`src/rtl/regs_pkg.sv`:
```
// Shared definitions for the RV32I integer register file: register addressing,
// data width and the write-back triple carried from the execute stage.
package regs_pkg;

   localparam int REG_ADDR_W = 5;
   localparam int REG_DATA_W = 32;
   localparam int REG_NUM_ISA = 32;
   localparam logic [REG_ADDR_W-1:0] ZERO_REG = 5'd0;

   typedef logic [REG_ADDR_W-1:0] reg_addr_t;
   typedef logic [REG_DATA_W-1:0] reg_data_t;

   typedef struct packed {
      logic      wen;
      reg_addr_t addr;
      reg_data_t data;
   } wb_t;

   // A write only changes architectural state when it targets x1..x31.
   function automatic logic is_eff_write(input wb_t wb);
      return wb.wen && (wb.addr != ZERO_REG);
   endfunction

endpackage

```
`src/rtl/regs_if.sv`:
```
// Register file bus: write-back triple, two decode read ports, the debug read
// port and the retired-write counter.
interface regs_if
   import regs_pkg::*;
#(
   parameter int CNT_W = 32
);

   logic             reg_wen_i;
   reg_addr_t        rd_addr_i;
   reg_data_t        rd_data_i;
   reg_addr_t        reg1_raddr_i;
   reg_addr_t        reg2_raddr_i;
   reg_data_t        reg1_rdata_o;
   reg_data_t        reg2_rdata_o;
   reg_addr_t        dbg_raddr_i;
   reg_data_t        dbg_rdata_o;
   logic [CNT_W-1:0] wr_cnt_o;

   modport master (
      output reg_wen_i, rd_addr_i, rd_data_i,
      output reg1_raddr_i, reg2_raddr_i, dbg_raddr_i,
      input  reg1_rdata_o, reg2_rdata_o, dbg_rdata_o, wr_cnt_o
   );

   modport slave (
      input  reg_wen_i, rd_addr_i, rd_data_i,
      input  reg1_raddr_i, reg2_raddr_i, dbg_raddr_i,
      output reg1_rdata_o, reg2_rdata_o, dbg_rdata_o, wr_cnt_o
   );

endinterface

```
`src/rtl/regs_rd_port.sv`:
```
// One register-file read port: x0 forces zero, then same-cycle write bypass,
// then the stored value.
module regs_rd_port
   import regs_pkg::*;
#(
   parameter int REG_NUM = 32
) (
   input  reg_addr_t                        raddr,
   input  logic [REG_NUM-1:1][REG_DATA_W-1:0] storage,
   input  wb_t                              wb,
   output reg_data_t                        rdata
);

   always_comb begin
      rdata = '0;
      if (raddr == ZERO_REG) begin
         rdata = '0;
      end else if (is_eff_write(wb) && (wb.addr == raddr)) begin
         rdata = wb.data;
      end else begin
         rdata = storage[raddr];
      end
   end

endmodule

```
`src/rtl/regs.sv`:
```
// RV32I integer register file: 31 writable registers (x0 hardwired to zero),
// combinational bypassed reads, registered debug read and retired-write counter.
module regs
   import regs_pkg::*;
#(
   parameter int REG_NUM = REG_NUM_ISA,
   parameter int CNT_W   = 32
) (
   input logic  clk,
   input logic  rst,
   regs_if.slave bus
);

   localparam logic [CNT_W-1:0] CNT_ONE = {{(CNT_W-1){1'b0}}, 1'b1};

   logic [REG_NUM-1:1][REG_DATA_W-1:0] storage_q;
   logic [CNT_W-1:0]                   wr_cnt_q;
   reg_data_t                          dbg_rdata_q;
   reg_data_t                          dbg_rdata_d;
   reg_data_t                          reg1_rdata;
   reg_data_t                          reg2_rdata;
   wb_t                                wb;

   assign wb.wen  = bus.reg_wen_i;
   assign wb.addr = bus.rd_addr_i;
   assign wb.data = bus.rd_data_i;

   regs_rd_port #(.REG_NUM(REG_NUM)) u_rd_port1 (
      .raddr   (bus.reg1_raddr_i),
      .storage (storage_q),
      .wb      (wb),
      .rdata   (reg1_rdata)
   );

   regs_rd_port #(.REG_NUM(REG_NUM)) u_rd_port2 (
      .raddr   (bus.reg2_raddr_i),
      .storage (storage_q),
      .wb      (wb),
      .rdata   (reg2_rdata)
   );

   regs_rd_port #(.REG_NUM(REG_NUM)) u_rd_port_dbg (
      .raddr   (bus.dbg_raddr_i),
      .storage (storage_q),
      .wb      (wb),
      .rdata   (dbg_rdata_d)
   );

   // Reset wins over a write presented in the same cycle.
   always_ff @(posedge clk) begin
      if (rst) begin
         for (int i = 1; i < REG_NUM; i++) begin
            storage_q[i] <= '0;
         end
         wr_cnt_q    <= '0;
         dbg_rdata_q <= '0;
      end else begin
         if (is_eff_write(wb)) begin
            storage_q[wb.addr] <= wb.data;
            wr_cnt_q           <= wr_cnt_q + CNT_ONE;
         end
         dbg_rdata_q <= dbg_rdata_d;
      end
   end

   assign bus.reg1_rdata_o = reg1_rdata;
   assign bus.reg2_rdata_o = reg2_rdata;
   assign bus.dbg_rdata_o  = dbg_rdata_q;
   assign bus.wr_cnt_o     = wr_cnt_q;

endmodule

```
`src/flat_wrapper.sv`:
```
// flat-port wrapper written by rule: the top's interface ports become plain ports
module regs_flat import regs_pkg::*;
#(
   parameter int REG_NUM = REG_NUM_ISA,
   parameter int CNT_W   = 32
)
  (clk, rst, bus_reg_wen_i, bus_rd_addr_i, bus_rd_data_i, bus_reg1_raddr_i, bus_reg2_raddr_i, bus_dbg_raddr_i, bus_reg1_rdata_o, bus_reg2_rdata_o, bus_dbg_rdata_o, bus_wr_cnt_o);
  regs_if #(.CNT_W(CNT_W)) bus_i ();
  input logic clk;
  input logic rst;
  input wire logic [$bits(bus_i.reg_wen_i)-1:0] bus_reg_wen_i;
  input wire logic [$bits(bus_i.rd_addr_i)-1:0] bus_rd_addr_i;
  input wire logic [$bits(bus_i.rd_data_i)-1:0] bus_rd_data_i;
  input wire logic [$bits(bus_i.reg1_raddr_i)-1:0] bus_reg1_raddr_i;
  input wire logic [$bits(bus_i.reg2_raddr_i)-1:0] bus_reg2_raddr_i;
  input wire logic [$bits(bus_i.dbg_raddr_i)-1:0] bus_dbg_raddr_i;
  output wire logic [$bits(bus_i.reg1_rdata_o)-1:0] bus_reg1_rdata_o;
  output wire logic [$bits(bus_i.reg2_rdata_o)-1:0] bus_reg2_rdata_o;
  output wire logic [$bits(bus_i.dbg_rdata_o)-1:0] bus_dbg_rdata_o;
  output wire logic [$bits(bus_i.wr_cnt_o)-1:0] bus_wr_cnt_o;
  assign bus_i.reg_wen_i = bus_reg_wen_i;
  assign bus_i.rd_addr_i = bus_rd_addr_i;
  assign bus_i.rd_data_i = bus_rd_data_i;
  assign bus_i.reg1_raddr_i = bus_reg1_raddr_i;
  assign bus_i.reg2_raddr_i = bus_reg2_raddr_i;
  assign bus_i.dbg_raddr_i = bus_dbg_raddr_i;
  assign bus_reg1_rdata_o = bus_i.reg1_rdata_o;
  assign bus_reg2_rdata_o = bus_i.reg2_rdata_o;
  assign bus_dbg_rdata_o = bus_i.dbg_rdata_o;
  assign bus_wr_cnt_o = bus_i.wr_cnt_o;
  regs #(.REG_NUM(REG_NUM), .CNT_W(CNT_W)) u_core (.clk(clk), .rst(rst), .bus(bus_i));
endmodule
```
`config.mk`:
```
export PLATFORM = sky130hd
export DESIGN_NAME = regs_flat
export DESIGN_NICKNAME = d
export VERILOG_FILES = /design/src/rtl/regs_pkg.sv /design/src/rtl/regs_if.sv /design/src/rtl/regs_rd_port.sv /design/src/rtl/regs.sv /design/src/flat_wrapper.sv
export SDC_FILE = /design/constraint.sdc
export NUM_CORES = 2
export LEC_CHECK = 0
export CAP_MARGIN = 30
export CELL_PAD_IN_SITES_DETAIL_PLACEMENT = 2
export CELL_PAD_IN_SITES_GLOBAL_PLACEMENT = 2
export CORE_MARGIN = 3
export CORE_UTILIZATION = 44
export CTS_BUF_LIST = sky130_fd_sc_hd__clkbuf_4
export DETAILED_ROUTE_END_ITERATION = 10
export PLACE_DENSITY = 0.95
export SYNTH_ARGS = -nofsm -noshare
export SYNTH_HDL_FRONTEND = slang
export SYNTH_SLANG_ARGS = --single-unit
```
`constraint.sdc`:
```
create_clock -name clk -period 9.4 [get_ports clk]
set_input_delay 1.88 -clock clk [delete_from_list [all_inputs] [get_ports clk]]
set_output_delay 1.88 -clock clk [all_outputs]
set_load 0.005 [all_outputs]
```
==> flow_metrics.py, run 1 <==
metrics = {
    "clock_tree": {
        "cts_htree_levels": 5,
        "cts-resized-gates": 0,
        "cts_setup_buffers": 0,
        "clock-root-buffer": "clkbuf_4",
        "postCtsHoldBufs": 0,
        "clockBufferDepth": 4,
        "cts_sinks": 1056,
        "cts_inserted_buffers": 319,
    },
    "floorplan": {
        "initial_utilization_pct": 44.5,
        "fp.dieH_um": 379,
        "rows": 136,
        "die_w_um": 379,
        "io_pins": 183,
    },
    "logic_synthesis": {
        "synth_top_area_share_pct": 34.4,
        "synth_edf_count": 0,
        "synth.distinct_cells": 65,
        "synth_area_per_cell_sq_um": 8.75,
        "ys_async_sr_fraction_pct": 0,
        "ys_seq_area_share_pct": 34.4,
        "yosysWarnings": 0,
        "syn_inst": 7018,
        "syn_nets": 7074,
        "synth_ff_type": "dfxtp_1",
        "synth-seq-cells": 1056,
        "synthTopCellsByArea": "dfxtp_1 (34%), mux4_2 (21%), nand2_1 (13%), a21oi_1 (8.7%), mux2_2 (4.9%)",
        "syn_area_sq_mm": 0.0614,
        "synth_top_cell_by_area": "dfxtp_1",
    },
    "global_routing": {
        "antenna_found_initial": 128,
        "grt_util_all_layers_pct": 82.6,
        "overflow": 233,
        "grt_max_degree": 202,
    },
    "placed_design": {
        "dp_hpwl_mm": 249,
        "numPortBuffers": 182,
        "place.gp.congestion": 0.989,
        "place_ws_ns": 1.50,
    },
    "run_status": {
        "run_status": "stopped before the end",
        "lastStage": "global routing",
        "error_message": "[ERROR GRT-0232] Routing congestion too high. Check the congestion heatmap in the GUI.",
    },
}
==> synthesized netlist by cell type, types with 5 or more instances <==
cell,number
buf_1,31
nor4_1,29
xnor2_1,24
dfxtp_1,1056
nand2b_1,20
a211o_1,10
a32o_1,32
buf_6,11
nor2b_1,63
o211ai_1,11
or4_1,9
or3_1,17
a32oi_1,7
nand4_1,8
buf_2,146
nor3_1,98
o31ai_1,5
a221oi_1,103
a221o_1,30
mux4_2,570
nor2_1,187
o221ai_1,26
o21ai_0,21
xor2_1,10
a21oi_1,1065
a41oi_1,6
buf_4,24
mux2_2,269
o22ai_1,85
and3_1,20
nand3b_1,6
mux2i_1,54
or2_2,11
a211oi_1,34
a31oi_1,41
clkbuf_1,549
inv_1,10
nand2_1,2131
nand3_1,44
a22oi_1,88
and2_1,9
==> cell families after synthesis <==
group,Yosys count,synth area share (%)
simple gates,2674,17.6
fa+ha+maj,1,0.0204
xor+xnor,34,0.485
compound gates,1588,15.4
buf+inv,772,5.30
mux,893,26.7
flops,1056,34.4
==> per-stage QoR <==
step	hold slack, ns	cell area, sq um	cells
floorplan	0.450	61400	7018
global placement	0.461	64200	8496
detailed placement	0.478	64500	8513
CTS	0.496	68300	9026
==> layer usage <==
layer | global-route usage, % | GRT overflow
met1 | 82.0 | 6
met2 | 92.0 | 109
met3 | 75.6 | 12
met4 | 80.5 | 106
met5 | 60.0 | 0
==> run 2: changes to the inputs <==
--- a/config.mk
+++ b/config.mk
@@ -6,13 +6,10 @@
 export NUM_CORES = 2
 export LEC_CHECK = 0
 export CAP_MARGIN = 30
-export CELL_PAD_IN_SITES_DETAIL_PLACEMENT = 2
-export CELL_PAD_IN_SITES_GLOBAL_PLACEMENT = 2
 export CORE_MARGIN = 3
-export CORE_UTILIZATION = 44
-export CTS_BUF_LIST = sky130_fd_sc_hd__clkbuf_4
+export CORE_UTILIZATION = 40
 export DETAILED_ROUTE_END_ITERATION = 10
-export PLACE_DENSITY = 0.95
+export PLACE_DENSITY_LB_ADDON = 0.15
 export SYNTH_ARGS = -nofsm -noshare
 export SYNTH_HDL_FRONTEND = slang
 export SYNTH_SLANG_ARGS = --single-unit
==> run 2 against run 1 <==
Compared with the run above:
- the flow now finishes without violations
- synthesized area did not move
- synthesized cell count did not move
==> flow_metrics.py, run 2 <==
metrics = {
    "logic_synthesis": {
        "synth_most_common_cell": "nand2_1",
        "ys_async_sr_fraction_pct": 0,
        "syn_inst": 7018,
        "synthXorXnorAreaFrac_pct": 0.485,
        "synth_top_family_by_area": "multiplexers",
        "yosys.area_share.adder_pct": 0.0204,
        "synth.area.mux_share_pct": 26.7,
        "syn_nets": 7074,
        "synth_compound_area_share_pct": 15.4,
        "synth-seq-cells": 1056,
        "synth_area_per_cell_sq_um": 8.75,
        "synth_top_area_share_pct": 34.4,
        "synth.distinct_cells": 65,
        "yosys.area_share.simple_pct": 17.6,
        "synth_ff_type": "dfxtp_1",
        "yosysWarnings": 0,
        "synthTopCellsByCount": "nand2_1 (2131), a21oi_1 (1065), dfxtp_1 (1056)",
        "synth_edf_count": 0,
        "syn_area_sq_mm": 0.0614,
        "ys_seq_area_share_pct": 34.4,
        "synth_top_cell_by_area": "dfxtp_1",
        "synthTopCellsByArea": "dfxtp_1 (34%), mux4_2 (21%), nand2_1 (13%), a21oi_1 (8.7%), mux2_2 (4.9%)",
    },
    "clock_tree": {
        "cts.reportedPaths.clkPinSlew_ns": 0.06,
        "cts_inserted_buffers": 130,
        "postCtsHoldBufs": 0,
        "cts_setup_buffers": 0,
        "cts_htree_levels": 4,
        "cts_tree": "built",
        "cts_sinks": 1056,
        "clockBufferDepth": 3,
        "clock-root-buffer": "clkbuf_16",
        "clock_latency_ns": 0.80,
        "cts-resized-gates": 0,
    },
    "critical_path": {
        "cpPeakStageDelay_ns": 0.90,
        "critical_path_class": "in2out",
        "crit_path_end_kind": "output pin",
        "critPathMaxFanout": 33,
        "required_ns": 7.52,
        "timing.rr.start": "u_core.bus.wr_cnt_o[3]",
        "path_buf_inv": 3,
        "critPathTopFamily": "buffers and inverters",
        "startpoint": "bus_rd_addr_i[4]",
        "r2r_end": "u_core.bus.wr_cnt_o[26]",
        "crit_path_end": "bus_reg2_rdata_o[31]",
        "worstSetupStartpointType": "input pin",
        "reg2reg_depth": 5,
        "cp.arrival_ns": 6.41,
        "rrSetupSlack_ns": 6.83,
        "crit_chain": "clkdlybuf4s50_1, or3_1, o21a_1, nand4_1, buf_12, a31oi_1, clkdlybuf4s50_1",
        "crit_cells": 7,
        "path_common_cell": "clkdlybuf4s50_1",
        "cpMaxStageDelayCell": "nand4_1",
    },
    "routing": {
        "drc": 0,
        "avgRoutedWirePerCell_um": 36.0,
        "antenna_left": 0,
        "wirelength_mm": 321,
        "drt_iter0_drc": 11100,
        "via_count": 61400,
        "viasPerCell": 6.88,
        "drtPass1Iterations": 6,
    },
    "cells_and_area": {
        "largest_reg_flops": 992,
        "drive_gt1_share_pct": 19.7,
        "area_growth_pct": 12.9,
        "layout_common_cells": "nand2_1 (2100), a21oi_1 (1065), dfxtp_1 (1056)",
        "final_common_cell": "nand2_1",
        "final_nets": 6832,
        "fillers": 14500,
        "regMostFlops": "u_core.storage_q",
        "final_util_pct": 45.5,
    },
    "placed_design": {
        "place.gp.congestion": 0.960,
        "numPortBuffers": 182,
        "dp_hpwl_mm": 186,
    },
    "global_routing": {
        "grt_pass1_vias": 55800,
        "grt_pass1_wl_mm": 442,
        "grt_max_degree": 191,
        "overflow": 0,
        "grt_util_all_layers_pct": 39.3,
        "antenna_found_initial": 22,
    },
    "floorplan": {
        "die_area_sq_mm": 0.158,
        "initial_utilization_pct": 40.3,
        "core-area_sq_mm": 0.152,
        "rows": 143,
        "fp.dieH_um": 398,
        "die_w_um": 398,
        "io_pins": 183,
    },
    "timing": {
        "drv_slew": 0,
        "fin_crit_ns": 8.29,
        "setup_violations": 0,
        "min_period_over_period_pct": 88.2,
        "rsz0062_at_grt": "no",
        "maxSlewHeadroom_pct": 19.7,
        "hold_viol_final": 0,
        "max_freq_ghz": 0.121,
        "worst_slew_pin_slew_ns": 1.21,
        "fin_skew_ns": 0.0301,
        "fin_tns_setup_ns": 0,
    },
    "hold_path": {
        "min_path_type": "reg2reg",
    },
    "power": {
        "ir_worst_vdd_v": 0.000202,
        "p_per_area_mw_per_mm2": 160,
        "p_leak_nw": 22.5,
    },
    "run_status": {
        "run_status": "complete, no violations",
    },
    "job": {
        "maxCapViolations": 0,
    },
}
run 2: cell counts after synthesis:
No cell type changed its count.
run 2: layout make-up:
type,count,area (sq um),share of cell area [%]
Timing Repair Buffer,387,3730,5.38
Antenna cell,20,50.0,0.0722
Multi-Input combinational cell,5190,37500,54.1
Tap cell,2030,2540,3.67
Clock buffer,203,3950,5.70
Inverter,11,41.3,0.0596
Sequential cell,1056,21100,30.5
Clock inverter,24,337,0.486
run 2: logic make-up after synthesis:
family,after synthesis
AOI/OAI and AO/OA,1588
buffers and inverters,772
adders and majority gates,1
xor gates and xnor gates,34
and+or+nand+nor,2674
muxes,893
DFF,1056
run 2: metrics by stage:
| stage | power, W | std cells | area, sq um | setup slack [ns] | hold slack [ns] |
|---|---|---|---|---|---|
| 3_3_place_gp | 0.00590 | 8661 | 64700 | 1.48 | 0.461 |
| 2_1_floorplan | 0.00533 | 7018 | 61400 | 3.82 | 0.450 |
| 5_1_grt | 0.0113 | 8903 | 69200 | 1.05 | 0.498 |
| 4_1_cts | 0.0110 | 8895 | 69100 | 1.39 | 0.478 |
| 3_5_place_dp | 0.00592 | 8668 | 64800 | 1.39 | 0.469 |
| 6_report | 0.0111 | 8921 | 69300 | 1.11 | 0.478 |
run 2: routing by layer:
| metal | global-route usage [%] | vias up | routed length [um] |
|---|---|---|---|
| met5 | 0.246 | - | 77 |
| met4 | 24.6 | 12 | 23000 |
| met3 | 14.2 | 1162 | 48500 |
| met2 | 54.0 | 5338 | 130000 |
| met1 | 52.0 | 30100 | 119000 |
| li1 | - | 24800 | - |
run 2: worst register-to-register path: cells and delay by family, from the launching register on:
kind | cells | cell delay, ns
flip-flops | 1 | 0.53
multiplexers | 1 | 0.35
AND/OR/NAND/NOR | 4 | 1.59
run 2: report_power, final:
group | switching (W) | total, W | internal (W)
clock network | 0.00213 | 0.00523 | 0.00309
logic | 0.000936 | 0.00133 | 0.000398
registers | 0.0000343 | 0.00455 | 0.00451
run 2: how the worst min path moves through the flow:
| stage | end | depth (start not counted) | slack, ns | start |
|---|---|---|---|---|
| final | u_core.storage_q[657] | 2 | 0.48 | u_core.storage_q[657] |
| after global routing | u_core.storage_q[428] | 2 | 0.50 | u_core.storage_q[428] |
| after CTS | u_core.storage_q[299] | 2 | 0.48 | u_core.storage_q[299] |
| after detailed placement | u_core.storage_q[83] | 2 | 0.47 | u_core.storage_q[83] |
| after global placement | u_core.storage_q[935] | 2 | 0.46 | u_core.storage_q[935] |
| after floorplan | u_core.storage_q[433] | 2 | 0.45 | u_core.storage_q[433] |
No activity file was read; power rests on OpenSTA's default activity.
